`config.mk`:
```
export PLATFORM = sky130hd
export DESIGN_NAME = pe_split
export DESIGN_NICKNAME = d
export VERILOG_FILES = /design/src/rtl/pe_split.sv
export SDC_FILE = /design/constraint.sdc
export NUM_CORES = 1
export LEC_CHECK = 0
export ABC_AREA = 1
export CAP_MARGIN = 15
export CORE_UTILIZATION = 60
export DETAILED_ROUTE_END_ITERATION = 7
export DONT_BUFFER_PORTS = 1
export GPL_ROUTABILITY_DRIVEN = 0
export HOLD_SLACK_MARGIN = 0.02
export PLACE_DENSITY = 0.87
export SLEW_MARGIN = 20
export SYNTH_ARGS = -nofsm -noshare
export SYNTH_HDL_FRONTEND = slang
export SYNTH_SLANG_ARGS = --single-unit
```
`constraint.sdc`:
```
create_clock -name clk -period 2.56 [get_ports clk]
set_clock_uncertainty 0.15 [all_clocks]
set_input_delay 0.128 -clock clk [delete_from_list [all_inputs] [get_ports clk]]
set_output_delay 0.128 -clock clk [all_outputs]
set_load 0.01 [all_outputs]
```
`src/rtl/pe_split.sv`:
```
// pe_split: one-to-two data splitter for the PE datapath.
//
// Pairs one data token from L with one select token from S and pushes the
// data into the output FIFO chosen by the select (0 -> R0, 1 -> R1). Each
// output owns a DEPTH-entry FIFO, so a stalled consumer only blocks tokens
// headed to its own side once that FIFO is full.
//
// Ports
//   clk, reset            single clock, synchronous active-high reset
//   l_data/l_valid/l_ready input data token handshake
//   s_sel/s_valid/s_ready  select token handshake (joined with L)
//   r0_* / r1_*            output FIFO heads with valid/ready handshake
//   cnt0 / cnt1            tokens accepted for R0 / R1 since reset (wrapping)
module pe_split #(
    parameter int WIDTH = 8,
    parameter int DEPTH = 2,
    parameter int CNT_W = 16
) (
    input  logic             clk,
    input  logic             reset,
    input  logic [WIDTH-1:0] l_data,
    input  logic             l_valid,
    output logic             l_ready,
    input  logic             s_sel,
    input  logic             s_valid,
    output logic             s_ready,
    output logic [WIDTH-1:0] r0_data,
    output logic             r0_valid,
    input  logic             r0_ready,
    output logic [WIDTH-1:0] r1_data,
    output logic             r1_valid,
    input  logic             r1_ready,
    output logic [CNT_W-1:0] cnt0,
    output logic [CNT_W-1:0] cnt1
);

    localparam int PTR_W = $clog2(DEPTH);
    localparam int OCC_W = $clog2(DEPTH + 1);

    logic                  accept;
    logic [1:0]            full;
    logic [1:0]            nonempty;
    logic [1:0]            push;
    logic [1:0]            pop;
    logic [1:0]            rdy;
    logic [1:0][WIDTH-1:0] head;
    logic [1:0][CNT_W-1:0] cnt;

    assign rdy = {r1_ready, r0_ready};

    // Join: both tokens are taken together, only when the target FIFO has
    // room according to its registered occupancy (no same-cycle slot reuse).
    assign accept  = ~reset & l_valid & s_valid & ~full[s_sel];
    assign l_ready = accept;
    assign s_ready = accept;

    for (genvar g = 0; g < 2; g++) begin : g_fifo
        logic [WIDTH-1:0] mem [DEPTH];
        logic [PTR_W-1:0] wr_ptr;
        logic [PTR_W-1:0] rd_ptr;
        logic [OCC_W-1:0] occ;
        logic [CNT_W-1:0] cnt_r;

        assign full[g]     = (occ == OCC_W'(DEPTH));
        assign nonempty[g] = (occ != '0);
        assign push[g]     = accept & (s_sel == 1'(g));
        assign pop[g]      = nonempty[g] & rdy[g];
        // Storage is not reset; the head is forced to zero while empty so
        // stale entries never leak out after a reset.
        assign head[g]     = nonempty[g] ? mem[rd_ptr] : '0;
        assign cnt[g]      = cnt_r;

        always_ff @(posedge clk) begin
            if (reset) begin
                wr_ptr <= '0;
                rd_ptr <= '0;
                occ    <= '0;
                cnt_r  <= '0;
            end else begin
                if (push[g]) begin
                    wr_ptr <= wr_ptr + PTR_W'(1);
                    cnt_r  <= cnt_r + CNT_W'(1);
                end
                if (pop[g]) begin
                    rd_ptr <= rd_ptr + PTR_W'(1);
                end
                case ({push[g], pop[g]})
                    2'b10:   occ <= occ + OCC_W'(1);
                    2'b01:   occ <= occ - OCC_W'(1);
                    default: occ <= occ;
                endcase
            end
        end

        always_ff @(posedge clk) begin
            if (push[g]) begin
                mem[wr_ptr] <= l_data;
            end
        end
    end

    assign r0_data  = head[0];
    assign r1_data  = head[1];
    assign r0_valid = nonempty[0];
    assign r1_valid = nonempty[1];
    assign cnt0     = cnt[0];
    assign cnt1     = cnt[1];

endmodule

```
==> metrics <==
Post-Syn Nets 419; Die H 76.4 um; Total GRT Usage 24.0%; Post-synth EDFFs 32; CTS Buf Count 9; htree depth 3; FF-to-FF path depth 9; worst flop-to-flop path endpoint g_fifo[0].occ[1]$_SDFFE_PP0P_; IO Pins 67; Gate Count Post-Synth 400; # DRC 0; Reg clk slew, reported paths 80 ps; sequential area share after synthesis 54.3%; initial DRC count 87; antenna violations before repair 0; post-synth cell types 26; via count 2562; antenna diode count 0; CTS Buffer Depth 2; RSZ-0062 raised after global routing false; Synth Area per Inst 8.29 um^2; Worst EP arrival 2170 ps; Layout Cells excl Fill 487; Psw 0.538 mW; fin crit period 2090 ps; Yosys top cell area share 29.0%; post-route ant nets 0; compound-gate portion of the synthesized area 10.0%; final wirelength 6530 um; critical path class reg -> reg; Tcrit/Tclk final 81.7%; Sequential Power Share 56.9%; Post-Synth XOR/XNOR Area 1.58%; Clk pwr share 35.9%; CP Max Fanout 9; first-pass GRT wire length 10900 um; synthesized-area fraction occupied by and/or/nand/nor cells 26.7%; synth top area cells edfxtp_1, dfxtp_1, nand2_1; number of setup violations in the final report 0; worst hold path cell count 4; worst-skew pair later-pin latency 340 ps; CTS tree built; Leak 1.31 nW; Yosys Warn Count 0; vias in the first global route 2466; Critical Path Sink g_fifo[0].occ[1]$_SDFFE_PP0P_; adder and majority cell fraction of the synthesized area 1.51%; Net Sw Frac 24.1%; Post-Syn Area 3320 um^2; Tightest Hold Check Type in -> reg; Int Power 1.70 mW; nature of the critical path endpoint flip-flop; WP data required 2640 ps; Layout area overhead 9.39%; die width 76.4 um; asr flop ratio synth 0%; most frequent cell after synthesis nand2_1; worst rel slew slack 54.9%; status finished, final reports clean; Critical path origin g_fifo[0].occ[1]$_SDFFE_PP0P_; FMAX 478 MHz; ys flop type dfxtp_1; Worst Tran Pin Value 673 ps; TNS Setup 0 ps; worst reg-to-reg setup slack 470 ps; number of synthesized register bits 74; largest family of logic cells by synthesized area simple AND/OR/NAND/NOR gates; initial core utilization 63.7%; site row count 26; Max Cap Viol 0; Layout Nets 431; Vias/cell 5.26; Peak VDD IR 0.000510 V; most instantiated cells after synthesis nand2_1, nor2_1, a21oi_1, dfxtp_1, edfxtp_1; combinational share of power 7.2%; Wirelength per Cell 13.4 um; mux contribution to synthesized area 0%; DP Cell Count 459; pin count of the biggest net entering global routing 30; Cell Pwr Density 615 nW/um^2; Root Driver clkbuf_8; most area-hungry cell type in the Yosys netlist edfxtp_1; CP Launch Type flip-flop; total clock sinks 74; max-slew violation count 0; dpl hpwl 4500 um; 1st-pass router iterations 4; core area 5200 um^2; die footprint 5830 um^2; Hold Vio Cnt, Final 0; proportion of layout cells with a drive suffix above 1 7.19%; total gr overflow 0; port buffer count 0; reg2reg start g_fifo[0].occ[1]$_SDFFE_PP0P_
layout by cell type, fill, tap and decap left out, drive strengths merged, types with 3 or more instances in the layout:
cell type,n
clkbuf,11
ha,4
edfxtp,32
dfxtp,42
clkinv,3
o21ai,13
a21oi,52
nand3,24
inv,30
dlygate4sd3,12
nand2,112
nor2,68
xor2,6
stage by stage:
step	hold WS, ps	cell area (um^2)	utilization [%]	setup slack [ps]	power, mW
2_1_floorplan	57.3	3320	-	739	1.41
3_3_place_gp	45.9	3330	64.0	587	1.43
3_5_place_dp	47.4	3330	64.0	496	1.43
4_1_cts	25.8	3630	69.7	475	2.25
5_1_grt	54.7	3630	69.7	232	2.32
6_report	40.0	3630	69.7	468	2.23
cell families after synthesis:
group                    count (synthesis)
adder cells (fa/ha/maj)                  4
XOR/XNOR                                 6
AND/OR/NAND/NOR                        210
flip-flops                              74
AO/OA/AOI/OAI                           65
buffers and inverters                   41
layer usage:
layer | part of all wire, % | vias up | track usage [%]
met5 | 0 | - | 0
met3 | 6.6 | 16 | 7.19
met2 | 49 | 77 | 40.7
li1 | - | 1332 | -
met4 | 2.3 | 0 | 12.7
met1 | 42 | 1137 | 27.1
critical path, stage by stage, from the launching register on:
cell     delay (ps)
dfxtp_1         360
nor2_2          360
inv_1           180
nand2_1          90
inv_1            70
ha_1            300
a21oi_1         120
o21ai_0         130
o21ai_0         170
a21oi_1          50
sequential cells by signal, summed over array words and instances (netlist names), named ones only:
name	cells
g_fifo.rd_ptr	2
g_fifo.occ	4
cnt1	16
g_fifo.wr_ptr	2
cnt0	16
g_fifo.mem	32
worst min path at each step:
stage | startpoint | to
finish | reset | cnt1[9]$_SDFFE_PP0P_
CTS | reset | cnt1[9]$_SDFFE_PP0P_
global placement | reset | cnt1[5]$_SDFFE_PP0P_
floorplan | reset | cnt0[7]$_SDFFE_PP0P_
global route | reset | cnt0[3]$_SDFFE_PP0P_
detailed placement | reset | cnt1[5]$_SDFFE_PP0P_
repair_timing:
action | 4_1_cts | 5_1_grt
hold endpoints to repair | 50 | 0
hold buffers | 12 | 0
gates resized for setup | 0 | 0
buffers inserted | 0 | 0
power groups by stage:
| stage | sequential, mW | clock [mW] | combinational, mW |
|---|---|---|---|
| after CTS | 1.27 | 0.821 | 0.162 |
| final | 1.27 | 0.802 | 0.161 |
| after global routing | 1.27 | 0.867 | 0.180 |
| after detailed placement | 1.30 | 0 | 0.136 |
| after global placement | 1.30 | 0 | 0.132 |
| after floorplan | 1.29 | 0 | 0.124 |
layout make-up:
class / instances / area, um^2
Fill cell: 426 / 1580
Multi-Input combinational cell: 285 / 1320
Tap cell: 70 / 87.6
Clock buffer: 11 / 151
Inverter: 29 / 111
Sequential cell: 74 / 1800
Clock inverter: 5 / 27.5
Timing Repair Buffer: 13 / 128
Note: power is estimated with default switching activity, not from simulation.
